==> config.mk <==
export PLATFORM = sky130hd
export DESIGN_NAME = mips_stim_sequencer
export DESIGN_NICKNAME = d
export VERILOG_FILES = /design/src/rtl/mips_stim_sequencer.sv
export SDC_FILE = /design/constraint.sdc
export NUM_CORES = 1
export LEC_CHECK = 0
export CAP_MARGIN = 25
export CORE_MARGIN = 5
export CORE_UTILIZATION = 45
export DETAILED_ROUTE_END_ITERATION = 10
export GPL_TIMING_DRIVEN = 0
export HOLD_SLACK_MARGIN = 0.1
export PLACE_DENSITY = 0.77
export SYNTH_ARGS = -nofsm -noshare
export SYNTH_HDL_FRONTEND = slang
export SYNTH_SLANG_ARGS = --single-unit
==> constraint.sdc <==
create_clock -name clk -period 3.6 [get_ports clk]
set_input_delay 0.36 -clock clk [delete_from_list [all_inputs] [get_ports clk]]
set_output_delay 0.36 -clock clk [all_outputs]
set_load 0.05 [all_outputs]
==> src/rtl/mips_stim_sequencer.sv <==
// Stimulus sequencer for a MIPS CPU under test: serves a loadable program on the
// instruction port, sequences CPU reset and run, and checks register_v0 at the end.
module mips_stim_sequencer #(
   parameter int unsigned DEPTH          = 16,
   parameter logic [31:0] RESET_VECTOR   = 32'hBFC00000,
   parameter int unsigned RESET_CYCLES   = 2,
   parameter int unsigned TIMEOUT_CYCLES = 10000,
   localparam int unsigned AW            = $clog2(DEPTH)
) (
   input  logic          clk,
   input  logic          reset,
   input  logic          load_en,
   input  logic [AW-1:0] load_addr,
   input  logic [31:0]   load_data,
   input  logic          start,
   input  logic [15:0]   run_cycles,
   input  logic [31:0]   expect_v0,
   output logic          dut_reset,
   output logic          dut_clk_enable,
   input  logic          dut_active,
   input  logic [31:0]   dut_register_v0,
   input  logic [31:0]   dut_instr_address,
   output logic [31:0]   dut_instr_readdata,
   output logic          busy,
   output logic          done,
   output logic          pass,
   output logic [1:0]    fail_code,
   output logic [15:0]   cycle_count
);

   localparam int unsigned RCW = $clog2(RESET_CYCLES) + 1;

   localparam logic [2:0] S_IDLE  = 3'd0;
   localparam logic [2:0] S_RST   = 3'd1;
   localparam logic [2:0] S_RUN   = 3'd2;
   localparam logic [2:0] S_CHECK = 3'd3;
   localparam logic [2:0] S_DONE  = 3'd4;

   logic [31:0]    mem [DEPTH];
   logic [31:0]    off;
   logic           oor_flag;

   logic [2:0]     state, state_nxt;
   logic [RCW-1:0] rst_cnt, rst_cnt_nxt;
   logic [31:0]    exp_q, exp_nxt;
   logic [15:0]    run_q, run_nxt;
   logic [15:0]    count_nxt;
   logic [16:0]    count_inc;
   logic           pass_nxt;
   logic [1:0]     code_nxt;
   logic           busy_nxt, done_nxt, dut_reset_nxt, clk_en_nxt;

   // Zero-latency fetch; anything outside the aligned program window reads as a NOP.
   always_comb begin
      off                = dut_instr_address - RESET_VECTOR;
      oor_flag           = (off[1:0] != 2'b00) || (32'(off[31:2]) >= DEPTH);
      dut_instr_readdata = oor_flag ? 32'h0 : mem[off[AW+1:2]];
   end

   // Program store, writable only while idle; deliberately not cleared by reset.
   always_ff @(posedge clk) begin
      if (load_en && state == S_IDLE) begin
         mem[load_addr] <= load_data;
      end
   end

   assign count_inc = {1'b0, cycle_count} + 17'd1;

   always_comb begin
      state_nxt   = state;
      rst_cnt_nxt = rst_cnt;
      exp_nxt     = exp_q;
      run_nxt     = run_q;
      count_nxt   = cycle_count;
      pass_nxt    = pass;
      code_nxt    = fail_code;

      case (state)
         S_IDLE: begin
            if (start) begin
               state_nxt   = S_RST;
               rst_cnt_nxt = '0;
               exp_nxt     = expect_v0;
               run_nxt     = run_cycles;
               count_nxt   = '0;
               pass_nxt    = 1'b0;
               code_nxt    = 2'd0;
            end
         end
         S_RST: begin
            if (rst_cnt == RCW'(RESET_CYCLES - 1)) begin
               state_nxt = S_RUN;
            end else begin
               rst_cnt_nxt = rst_cnt + RCW'(1);
            end
         end
         S_RUN: begin
            count_nxt = (cycle_count == 16'hFFFF) ? cycle_count : count_inc[15:0];
            if (oor_flag && dut_active) begin
               state_nxt = S_DONE;
               code_nxt  = 2'd3;
            end else if (32'(count_inc) == TIMEOUT_CYCLES) begin
               // Timeout reports the last completed count rather than the limit.
               state_nxt = S_DONE;
               code_nxt  = 2'd2;
               count_nxt = cycle_count;
            end else if (run_q != 16'd0 && count_inc == {1'b0, run_q}) begin
               state_nxt = S_CHECK;
            end else if (run_q == 16'd0 && !dut_active && cycle_count != 16'd0) begin
               state_nxt = S_CHECK;
            end
         end
         S_CHECK: begin
            state_nxt = S_DONE;
            if (dut_register_v0 == exp_q) begin
               pass_nxt = 1'b1;
               code_nxt = 2'd0;
            end else begin
               pass_nxt = 1'b0;
               code_nxt = 2'd1;
            end
         end
         S_DONE: begin
            state_nxt = S_IDLE;
         end
         default: begin
            state_nxt = S_IDLE;
         end
      endcase

      // Outputs are registered from the next state so they line up with the state register.
      busy_nxt      = (state_nxt == S_RST) || (state_nxt == S_RUN) || (state_nxt == S_CHECK);
      done_nxt      = (state_nxt == S_DONE);
      dut_reset_nxt = !((state_nxt == S_RUN) || (state_nxt == S_CHECK));
      clk_en_nxt    = (state_nxt == S_RST) || (state_nxt == S_RUN);
   end

   always_ff @(posedge clk) begin
      if (reset) begin
         state          <= S_IDLE;
         rst_cnt        <= '0;
         exp_q          <= '0;
         run_q          <= '0;
         cycle_count    <= '0;
         pass           <= 1'b0;
         fail_code      <= 2'd0;
         busy           <= 1'b0;
         done           <= 1'b0;
         dut_reset      <= 1'b1;
         dut_clk_enable <= 1'b0;
      end else begin
         state          <= state_nxt;
         rst_cnt        <= rst_cnt_nxt;
         exp_q          <= exp_nxt;
         run_q          <= run_nxt;
         cycle_count    <= count_nxt;
         pass           <= pass_nxt;
         fail_code      <= code_nxt;
         busy           <= busy_nxt;
         done           <= done_nxt;
         dut_reset      <= dut_reset_nxt;
         dut_clk_enable <= clk_en_nxt;
      end
   end

endmodule

; Word-level counts from Yosys, hierarchy flattened
; Memories as Yosys holds them, arrays and structs flattened.
; Index checks and enable logic that the tools add are counted.
[op_classes]
n_addsub = 3
mux = 25
reduce_logical = 25
eq_ne = 16
n_lt_le_gt_ge = 1
[ops]
columns = cell, n
row1 = $mux W16, 4
row2 = $eq A32 B32 Y1, 1
row3 = $mux W32, 1
row4 = $pmux W16 S2, 1
row5 = $reduce_bool A16 Y1, 2
row6 = $sub A32 B32 Y32 const B, 1
row7 = $ge A30 B5 Y1 const B, 1
row8 = $mux W3, 6
row9 = $add A16 B1 Y17 const B, 1
row10 = $eq A17 B14 Y1 const B, 1
row11 = $eq A17 B16 Y1, 1
row12 = $eq A16 B16 Y1 const B, 1
row13 = $logic_not A16 Y1, 1
row14 = $eq A3 B2 Y1 const B, 4
row15 = $pmux W3 S4, 1
row16 = $reduce_and A3 Y1, 3
row17 = $mux W2, 4
row18 = $reduce_bool A2 Y1, 4
row19 = $eq A3 B1 Y1 const B, 2
row20 = $ne A3 B3 Y1 const B, 2
row21 = $pmux W2 S3, 1
row22 = $logic_and A1 B1 Y1, 5
row23 = $mux W1, 5
row24 = $logic_or A1 B1 Y1, 4
row25 = 10 further kinds, 13
[totals]
inputBits = 153
mem_count = 1
reg_bits = 76
ramBits = 512
[mem_list]
columns = name, words, width, read_ports, rd_ports_with_merged_regs, wr, line_no
row1 = mem, 16, 32, 1, 0, 1, 39  ; logic [31:0] mem [DEPTH];

; Longest topological paths before layout
[depth]
word_depth = 11
depth_mapped = 11
depth_no_buf = 8

; Least setup slack after synthesis
; OpenSTA, ideal clock, no wires.
[synth_path]
path_type = register to register
from = register state[2]
to = memory mem[0][0], enable pin
required_ns = 3.139
setup_time_ns = 0.461
period_less_slack_ns = 3.799
stages_incl_launch_ff = 5
path_slack_ns = -0.199
arrival_time_ns = 3.337
path_cell_list = dfxtp_1 nor3_1 nand2_1 or3_1 nor3_1
[synth_between]
elab_chain_len = 4
[synth_lines]
columns = element, line_no
row1 = start: declaration, 43  ; logic [2:0] state, state_nxt;
row2 = start signal: assignment, 152  ; state <= state_nxt;
row3 = $logic_not A3 Y1, 62  ; if (load_en && state == S_IDLE) begin
row4 = $logic_and A1 B1 Y1, 62
row5 = $mux W1, 62
row6 = $mux W1 (not written as such), 63  ; mem[load_addr] <= load_data;
row7 = end: declaration, 39
; Every way passes these cells.

; Worst setup path in the final report
[layout_path]
from = register cycle_count[1]
to = register dut_clk_enable
[layout_between]
elab_chain_len = 9
word_cells_on_any_way = 14
cone_classes = add/sub: 1 / eq/ne: 4 / mux: 5 / reduce/logical: 4
[layout_lines]
columns = element, line_no
row1 = start: declaration, 28  ; output logic [15:0] cycle_count
row2 = start signal: assignment, 156  ; cycle_count <= count_nxt;
row3 = $add A16 B1 Y17 or $reduce_bool A16 Y1 (tied branches), "67, 109"
row4 = $eq A17 B16 Y1 or $logic_and A1 B1 Y1 (tied branches), "107, 109"
row5 = $logic_and A1 B1 Y1 or $mux W3 (tied branches), "107, 109"
row6 = $mux W3, 107  ; end else if (run_q != 16'd0 && count_inc == {1'b0, run_q}) begin
row7 = $mux W3 *, 102  ; end else if (32'(count_inc) == TIMEOUT_CYCLES) begin
row8 = $mux W3 *, 99  ; if (oor_flag && dut_active) begin
row9 = $pmux W3 S4 *, 78  ; case (state)
row10 = $eq A3 B1 Y1 or $eq A3 B2 Y1 (tied branches), 135  ; clk_en_nxt = (state_nxt == S_RST) || (state_nxt == S_RUN);
row11 = $logic_or A1 B1 Y1 *, 135
row12 = end signal: assignment, 162  ; dut_clk_enable <= clk_en_nxt;
row13 = end: declaration, 19  ; output logic dut_clk_enable,
; Mark *: on every way between the ends. The rest lies on a longest branch, timed or not.
; A chain may end at the register's enable or synchronous reset.

==> results.md <==
- **worst-case reg-to-reg path depth** 8
- **final worst hold slack** 0.281 ns
- **placement row count** 84
- **Mean Syn Cell Area** 18.0 um2
- **Longest Clk Path Bufs** 3
- **TritonCTS clock tree** built
- **RSZ-0062 raised after global routing** false
- **number of unique standard cell types used by synthesis** 65
- **ratio of cells with drive above 1 in the final layout** 0.207
- **initial core utilization** 0.453
- **Avg Vias per Cell** 5.80
- **share of flip-flops with an asynchronous set or reset after synthesis** 0
- **Post-Place Cell Area** 0.0273 mm2
- **hold buffer count at CTS** 0
- **Min Clock Period, post-route** 3.46 ns
- **Iter 0 DRT Violations** 1392
- **Register Area** 0.0169 mm2
- **Residual DRC** 0
- **terminus of the critical flop-to-flop path** dut_clk_enable$_SDFF_PP0_
- **largest driver fanout on the critical path** 10
- **root buf cell** clkbuf_16
- **CP Data Required Time** 4.07 ns
- **Crit path top cell by count** nor4_1
- **number of enable flip-flop cells after synthesis** 512
- **portion of the post-synthesis area used by sequential elements** 0.712
- **VDD IR-drop max** 473 uV
- **LEAKAGE** 9.31 nW
- **synthesis warning total** 0
- **list of most frequent post-synthesis cells** 512 x edfxtp_1, 160 x mux4_2, 125 x nand2_1
- **H-tree depth** 2
- **run status** finished clean
- **DP Wirelength** 39100 um
- **total global routing overflow** 0
- **Slew headroom** 0.369
- **drt wl/cell** 26.0 um
- **Layout Skew** 0.0375 ns
- **Syn Inst Count** 1315
- **sinks on the clock net** 588
- **top-level I/O count** 208
- **number of nets at the end of the flow** 1763
- **clock slew at reported path FFs** 0.06 ns
- **share of the synthesized area in the top cell type** 0.648
- **clock latency reported for the late side of the worst-skew pair** 0.63 ns
- **launch instance of the worst register-to-register path** cycle_count[1]$_SDFFE_PP0P_
- **growth of design area from synthesis to finish** 22.7%
- **CP endpoint kind** flip-flop
- **overall die area** 0.0574 mm2
- **Post-CTS Setup Bufs** 0
- **Critical-path top delay cell** nor4_1
- **crit-path cells** ha_1 > buf_2 > nand3_1 > nor4_1 > xnor2_1 > nand4_1 > nor4_1 > o21ai_0
- **Hold Path Depth** 3
- **Setup Viol. Count Final** 0
- **multi-input combinational cell area** 0.00660 mm2
- **slowest cell delay on critical path** 0.79 ns
- **Filler Cell Count** 3931
- **slew of the pin with the lowest slew margin** 0.947 ns
- **wire length of the first global-routing pass** 89300 um
- **Buffers on Ports** 204
- **launch instance of the worst min-delay path** expect_v0[8]
- **Post-Synthesis Net Count** 1472
- **antenna violations before repair** 5
- **vias in the first global route** 14000
- **cell type with the largest total area after synthesis** edfxtp_1
- **CP Buf/Inv Count** 1
- **dominant synthesized flop cell** edfxtp_1
- **Min-Delay Endpoint** exp_q[8]$_SDFFE_PP0P_
- **Final Hold Fails** 0
- **data arrival time of the critical path** 3.93 ns
- **maximum number of pins on one net before global-route repair** 24
- **share of the clock period used by the worst path after layout** 0.962
- **most frequently used cell type in the post-synthesis netlist** edfxtp_1
- **class of the tightest hold or removal check** in2reg
- **filler-free cell count of the finished design** 2339
- **routability congestion estimate** 0.886
- **via total after detailed routing** 13600
- **Slew Limit Fails** 0
- **Die W** 240 um
- **Worst Setup Path Type** reg2reg
- **Inst Count DP** 2233
- **fin util** 0.556
- **worst reg2reg setup slack** 0.14 ns
- **maxcap violations** 0
- **Startpoint Class** flip-flop
- **Overall Global Routing Usage** 0.209
- **cell types with the largest area share after synthesis** edfxtp_1 65%, mux4_2 15%, dfxtp_1 6.4%
- **flip-flop and latch count after synthesis** 588
- **count of nets left with antenna violations after detail routing** 0
- **maximum frequency from static timing analysis** 289 MHz
- **cell family with most CP delay** simple AND/OR/NAND/NOR gates
- **total power divided by cell area** 489 mW/mm2
- **chip height** 240 um
- **Final Routed Wirelength** 60900 um
- **Core Area** 0.0523 mm2
- **cell area after layout** 0.0291 mm2
- **iteration count of the initial detailed-routing pass** 6
- **clock buffers created by TritonCTS** 58
- **area of the mapped netlist** 0.0237 mm2
worst min-delay path, delay by kind of cell:
| kind | cells | cell delay, ns |
|---|---|---|
| simple gates | 1 | 0.06 |
| buf+inv | 1 | 0.40 |
| compound gates | 1 | 0.05 |
worst max path at each step:
| stage | start | to | cells past startpoint |
|---|---|---|---|
| after global routing | cycle_count[1]$_SDFFE_PP0P_ | dut_clk_enable$_SDFF_PP0_ | 8 |
| final | cycle_count[1]$_SDFFE_PP0P_ | dut_clk_enable$_SDFF_PP0_ | 8 |
| after detailed placement | dut_instr_address[25] | dut_instr_readdata[6] | 8 |
| after floorplan | state[2]$_SDFF_PP0_ | mem[3][0]$_DFFE_PP_ | 3 |
| after CTS | dut_instr_address[3] | dut_instr_readdata[11] | 6 |
| after global placement | state[2]$_SDFF_PP0_ | mem[3][18]$_DFFE_PP_ | 3 |
metrics by stage:
| stage | setup WS [ns] | setup TNS [ns] | power (mW) |
|---|---|---|---|
| after floorplan | 0.0720 | 0 | 8.21 |
| after CTS | 0.0311 | 0 | 14.3 |
| final | 0.135 | 0 | 14.2 |
| after detailed placement | -0.681 | -16.57 | 8.68 |
| after global placement | -2.71 | -555.44 | 8.62 |
| after global routing | 0.0136 | 0 | 14.7 |
metal layers:
layer | vias up | track usage | wire length [um]
li1 | 5845 | - | -
met1 | 6870 | 0.278 | 23300
met2 | 735 | 0.347 | 29800
met3 | 112 | 0.0542 | 6060
met4 | 8 | 0.0569 | 1690
met5 | - | 0 | 61
registers in the layout (all words and copies together), names as in the netlist:
register and count:
rst_cnt 2, done 1, run_q 16, exp_q 32, dut_reset 1, dut_clk_enable 1, mem 512, fail_code 2
cycle_count 16, busy 1, state 3, pass 1
cell type report:
class                   instances  area share
flip-flops and latches        588       0.580
multi-input cells             642       0.227
repair buffers                232      0.0882
clock buffers                  67      0.0510
well taps                     688      0.0296
plain buffers                  75      0.0134
clock inverters                37     0.00937
inverters                       9     0.00116
diodes                          1   0.0000860
power by group:
part / total [mW] / switching (mW) / internal [mW]
Sequential: 7.57 / 0.0549 / 7.52
Clock: 5.68 / 2.58 / 3.10
Combinational: 0.971 / 0.486 / 0.485
logic make-up (layout without fill, tap and decap cells):
logic type | count (synthesis) | in the layout | share of synthesized area
flops | 588 | 588 | 0.712
simple gates | 301 | 301 | 0.0632
mux | 163 | 163 | 0.153
compound gates | 119 | 119 | 0.0330
buf+inv | 85 | 420 | 0.0152
xor+xnor | 55 | 55 | 0.0209
fa+ha+maj | 4 | 4 | 0.00211
other cells | 0 | 1 | 0
layout by cell type, fill, tap and decap left out, drive strengths merged, types with 10 or more instances in the layout:
cell	n
edfxtp	512
clkdlybuf4s50	173
mux4	160
nand2	125
clkbuf	116
dfxtp	76
a21oi	61
xnor2	48
buf	48
nor2	41
nor2b	34
clkinv	26
clkdlybuf4s15	23
nor4	19
nand4	15
nor3	15
dlygate4sd2	14
inv	13
nand3	11
o21ai	10
what timing repair did:
action | in CTS | in global routing
hold endpoints to repair | 0 | 0
setup endpoints to repair | 32 | 5
resized for setup | 94 | 5
pin swaps | 0 | 0
Note: power is estimated with default switching activity, not from simulation.
==> variant 1: new RTL, config.mk and constraints unchanged <==
Register the input `run_cycles` before use, without a reset. The logic sees it one clock later. The other inputs are not delayed to match.
--- a/src/rtl/mips_stim_sequencer.sv
+++ b/src/rtl/mips_stim_sequencer.sv
@@ -36,4 +36,10 @@
    localparam logic [2:0] S_CHECK = 3'd3;
    localparam logic [2:0] S_DONE  = 3'd4;
+
+   logic [15:0] run_cycles_q;
+
+   always_ff @(posedge clk) begin
+      run_cycles_q <= run_cycles;
+   end
 
    logic [31:0]    mem [DEPTH];
@@ -82,5 +88,5 @@
                rst_cnt_nxt = '0;
                exp_nxt     = expect_v0;
-               run_nxt     = run_cycles;
+               run_nxt     = run_cycles_q;
                count_nxt   = '0;
                pass_nxt    = 1'b0;
Check against the original RTL: not settled (the Yosys comparison gave no result); the edit may change what the design does.
==> variant 1 against the original RTL <==
- register-to-register slack improved by 0.19 ns
- wire length is 0.82% higher
- cell area grew 1.3%
- synthesized area grew 0.96%
- critical path depth down 2
- clock power up 7.9%
- worst setup slack worse by 0.063 ns
- total power grew 4.5%
- synthesized cell count increased by 0.46%
- sequential cell count is 16 higher
- final cell count up 0.30%
==> variant 1: results (changes against the original RTL) <==
FRACTION_OF_FINAL_LAYOUT_CELLS_SIZED_BEYOND_DRIVE_STRENGTH_1_PCT=21.0  # +0.38 points
FINAL.SETUP_SKEW_NS=0.0291  # -0.00842 ns
DETAIL_ROUTE.ITER0.VIOLATIONS=1286  # -7.6%
NETLIST_TOP_CELLS_COUNT='512 x sky130_fd_sc_hd__edfxtp_1, 160 x sky130_fd_sc_hd__mux4_2, 117 x sky130_fd_sc_hd__nand2_1'
DP_HPWL_MM=39.5  # +1.0%
PWR-SHARE-CLK_PCT=41.2  # +1.3 points
WORST_MARGIN_SLEW_NS=0.983  # +0.0359 ns
CP_DATA_ARRIVAL_TIME_NS=3.17  # -0.76 ns
WORST_HOLD_MARGIN_NS=0.189  # -0.0924 ns
SYNTH_FP_NETS=1478  # +0.41%
SEQUENTIAL_SHARE_OF_THE_SYNTHESIZED_AREA_PCT=71.9  # +0.66 points
DETAIL_ROUTE.WIRELENGTH_MM=61.4  # +0.82%
CLKSLEWWORSTSETUPHOLDPATHS_NS=0.06  # about the same
GRT_ANTENNA_BEFORE_REPAIR=2  # -3
DETAILROUTE.VIA_COUNT=13700  # +0.74%
CPPEAKSTAGEDELAY_NS=0.67  # -0.12 ns
SEQUENTIALPOWERSHARE_PCT=52.2  # -1.0 points
WORST_PATH_MAX_DELAY_CELL='sky130_fd_sc_hd__clkbuf_1'
WORST_IR_DROP_VDD_uV=437  # -7.7%
DRTPASS1ITERATIONS=5  # -1
LARGEST_NET_DEGREE_AT_THE_START_OF_GLOBAL_ROUTING=23  # -4.2%
STATUS='finished, final reports clean'
R2R_SETUP_SLACK_NS=0.33  # +0.19 ns
FINAL_NET_COUNT=1767  # +0.23%
SYNTH.AREA.TOP_CELLS='sky130_fd_sc_hd__edfxtp_1 64%, sky130_fd_sc_hd__mux4_2 15%, sky130_fd_sc_hd__dfxtp_1 7.7%, sky130_fd_sc_hd__nand2_1 1.8%, sky130_fd_sc_hd__xnor2_1 1.7%'
YS_TYPES=63  # -3.1%
FILLERINSTANCES=3894  # -0.94%
CPLARGESTDELAYFAMILY='buffers and inverters'
INSERTEDDIODECOUNT=0  # -1
ROUTABILITYCONGESTION=0.853  # -3.7%
variant 1: changes by cell type after synthesis, moves of 4 or more:
cell                        before  now
sky130_fd_sc_hd__nand2_1       125  117
sky130_fd_sc_hd__xor2_1          6   10
sky130_fd_sc_hd__a31oi_1         5    0
sky130_fd_sc_hd__nand2b_1        7   11
sky130_fd_sc_hd__nand4_1        14   18
sky130_fd_sc_hd__nor3b_1         5    0
sky130_fd_sc_hd__nor3_1         15   21
sky130_fd_sc_hd__dfxtp_1        76   92
sky130_fd_sc_hd__nor2_1         41   37
sky130_fd_sc_hd__o2bb2ai_1       5    1
variant 1: logic make-up after synthesis:
logic type                 after synthesis  share of synthesized area, %
buffers and inverters                   83                          1.41
and+or+nand+nor                        301                          6.44
adders and majority gates                4                         0.209
muxes                                  162                          15.1
xor gates and xnor gates                56                          2.05
AOI/OAI and AO/OA                      111                          2.87
DFF                                    604                          71.9
variant 1: stage by stage:
step	TNS, ns	cells	instance area (sq um)	setup slack [ns]	total power [mW]
2_1_floorplan	0	1321	24000	0.365	8.39
3_3_place_gp	-636.87	2213	26900	-1.45	8.80
3_5_place_dp	-17.14	2237	27500	-0.745	8.87
4_1_cts	0	2345	29500	0.00122	15.0
5_1_grt	0	2346	29500	0.00396	15.3
6_report	0	2346	29500	0.0718	14.9
variant 1: worst register-to-register path, cell delays in order, from the launching register on:
cell	delay (ns)
sky130_fd_sc_hd__dfxtp_1	0.37
sky130_fd_sc_hd__ha_1	0.16
sky130_fd_sc_hd__buf_2	0.22
sky130_fd_sc_hd__nand3_1	0.32
sky130_fd_sc_hd__nor4_2	0.60
sky130_fd_sc_hd__xor2_1	0.14
sky130_fd_sc_hd__or4_4	0.57
sky130_fd_sc_hd__nor3_4	0.37
sky130_fd_sc_hd__o21a_2	0.21
sky130_fd_sc_hd__buf_6	0.15
sky130_fd_sc_hd__a211o_1	0.13
variant 1: repair_timing:
item                       CTS  global route
hold endpoints to repair     0             0
resized for setup           85            14
setup endpoints to repair   32            21
variant 1: area by class of cell:
cell class                 instances  area, sq um  area share, %
buffer                            75          368           1.25
clock buffer                      69         1520           5.17
clock inverter                    39          404           1.37
inverter                           8         30.0          0.102
multi-input combinational        634         6540           22.2
sequential                       604        17200           58.4
tap                              688          861           2.92
timing repair buffer             229         2540           8.61
variant 1: path summary, 6_finish.rpt:
check | start | to | depth (start not counted)
max | dut_instr_address[3] | dut_instr_readdata[30] | 6
min | run_cycles[12] | run_cycles_q[12] | 1
max reg2reg | cycle_count[0] | cycle_count[7] | 10
min reg2reg | run_cycles_q[4] | run_q[4] | 2
variant 1: layer usage:
layer	vias up	GRT usage, %	part of all wire [%]
met3	97	4.27	9.0
li1	5844	-	-
met4	4	5.21	2.3
met1	7027	26.9	37
met5	-	0	0.044
met2	698	36.6	52
==> variant 2: new RTL, same flow settings <==
Without the edit above. Change the parameter `TIMEOUT_CYCLES` from 10000 to 7500.
--- a/src/rtl/mips_stim_sequencer.sv
+++ b/src/rtl/mips_stim_sequencer.sv
@@ -5,5 +5,5 @@
    parameter logic [31:0] RESET_VECTOR   = 32'hBFC00000,
    parameter int unsigned RESET_CYCLES   = 2,
-   parameter int unsigned TIMEOUT_CYCLES = 10000,
+   parameter int unsigned TIMEOUT_CYCLES = 7500,
    localparam int unsigned AW            = $clog2(DEPTH)
 ) (
Function: not settled (the Yosys comparison gave no result); the edit may change what the design does.
==> variant 2 against the original RTL <==
- cell area rose by 0.31%
- utilization up 0.17 points
- global-route usage grew 0.40 points
- wire length grew 1.6%
- synthesized cell count is 0.15% lower
- clock power rose by 6.7%
- synthesized area about the same
- sequential cell count unchanged
- total power grew 3.0%
- worst setup slack gained 0.017 ns
- count of clock-buffer cells in the layout shrank 2
- largest power group unchanged
- highest routed layer unchanged
==> variant 2: results (changes against the original RTL) <==
IO_BUFFERS=203  # -0.49%
GLOBALROUTETOTALUTIL_PCT=21.3  # +0.40 points
MULTI_INPUT_AREA_SQ_UM=6570  # -0.44%
DETAIL_ROUTE.ITER0.VIOLATIONS=1389  # -0.22%
PLACE_WORST_SETUP_SLACK_NS=-0.505  # +0.176 ns
DRTPASS1ITERATIONS=5  # -1
WORSTREGTOREGCELLS=10  # +2
SYNTH.AREA.MUX_SHARE_PCT=15.3  # about the same
GRT_FIRST_PASS_WIRELENGTH_MM=90.6  # +1.4%
LARGEST_NET_DEGREE_AT_THE_START_OF_GLOBAL_ROUTING=23  # -4.2%
SYNTH_FP_NETS=1470  # -0.14%
DP_HPWL_MM=39.2  # +0.17%
FILLERINSTANCES=3852  # -2.0%
POWER.LEAKAGE_nW=9.26  # -0.50%
SIGNAL_BUFFERS=304  # -0.98%
MULTI_INPUT_COMB_CELLS=638  # -0.62%
RR_ENDPOINT='fail_code[1]'
GRT_ANTENNA_BEFORE_REPAIR=6  # +1
ROUTED_VIA_DENSITY=5.83  # +0.46%
STATUS='finished, final reports clean'
SYNTH.AREA.TOP_CELLS='sky130_fd_sc_hd__edfxtp_1 65%, sky130_fd_sc_hd__mux4_2 15%, sky130_fd_sc_hd__dfxtp_1 6.4%, sky130_fd_sc_hd__nand2_1 2.0%, sky130_fd_sc_hd__xnor2_1 1.8%'
CPLARGESTDELAYFAMILY='buffers and inverters'
FINAL.SETUP_SKEW_NS=0.0392  # +0.00166 ns
CPPEAKSTAGEDELAY_NS=0.55  # -0.24 ns
POSTCTSRESIZEDCELLS=80  # -15%
SEQUENTIAL_SHARE_OF_THE_SYNTHESIZED_AREA_PCT=71.3  # about the same
WORST_PATH_MAX_DELAY_CELL='sky130_fd_sc_hd__clkdlybuf4s15_1'
GRT_PASS1_VIAS=13800  # -1.6%
YS_TYPES=64  # -1.5%
R2R_SETUP_SLACK_NS=0.20  # +0.06 ns
FRACTION_OF_FINAL_LAYOUT_CELLS_SIZED_BEYOND_DRIVE_STRENGTH_1_PCT=22.0  # +1.3 points
WORST_IR_DROP_VDD_uV=437  # -7.7%
WIRE_PER_INST_MICRONS=26.5  # +1.9%
NUMBER_OF_NON_CLOCK_INVERTERS_IN_THE_LAYOUT=10  # +1
CLOCKBUFFERCOUNT=65  # -3.0%
CP_DATA_ARRIVAL_TIME_NS=3.09  # -0.84 ns
ROUTABILITYCONGESTION=0.923  # +4.2%
CLOCK_AREA_SHARE_PCT=6.49  # +0.45 points
NETLIST_TOP_CELLS_COUNT='512 x sky130_fd_sc_hd__edfxtp_1, 160 x sky130_fd_sc_hd__mux4_2, 129 x sky130_fd_sc_hd__nand2_1'
SYNTH_XOR_AREA_SHARE_PCT=2.18  # +0.086 points
YOSYS.AREA_SHARE.ADDER_PCT=0.211  # about the same
HOLDPATHEND='exp_q[25]'
SYNTH_COMPOUND_GATE_AREA_SHARE_PCT=3.08  # -0.21 points
[variant 2: cell count changes in the layout (fill, tap and decap cells not counted), sizes merged, moves of 5 or more]
| cell | before | now |
|---|---|---|
| or3 | 7 | 1 |
| a21oi | 61 | 68 |
| nand3 | 11 | 17 |
| nand2 | 125 | 130 |
| clkbuf | 116 | 129 |
| nor4 | 19 | 12 |
| bufinv | 2 | 7 |
| nor2 | 41 | 34 |
| dlygate4sd2 | 14 | 4 |
[variant 2: metrics by stage]
| step | cells | instance area (sq um) |
|---|---|---|
| floorplan | 1313 | 23700 |
| global placement | 2204 | 26600 |
| detailed placement | 2225 | 27300 |
| CTS | 2328 | 29200 |
| global route | 2332 | 29200 |
| finish | 2332 | 29200 |
[variant 2: worst max-delay path by stage]
stage / start / end / slack [ns] / depth (start not counted)
after global placement: state[0] / mem[8][16] / -1.27 / 5
after floorplan: cycle_count[1] / fail_code[1] / 0.33 / 10
after detailed placement: dut_instr_address[2] / dut_instr_readdata[0] / -0.50 / 6
after global routing: cycle_count[1] / fail_code[1] / 0.01 / 10
after CTS: dut_instr_address[25] / dut_instr_readdata[24] / 0.001 / 8
final: dut_instr_address[25] / dut_instr_readdata[19] / 0.15 / 8
[variant 2: metal layers]
layer	wire length, microns	track usage [%]
met1	23700	28.8
met2	30500	35.4
met3	6130	5.08
met4	1490	5.22
met5	66	0
[variant 2: power by group through the flow]
stage | clock network (mW) | logic, mW | registers (mW)
6_report | 6.06 | 1.03 | 7.57
3_5_place_dp | 0 | 1.01 | 7.71
4_1_cts | 6.13 | 1.03 | 7.57
5_1_grt | 6.45 | 1.10 | 7.57
2_1_floorplan | 0 | 0.526 | 7.71
3_3_place_gp | 0 | 0.948 | 7.71
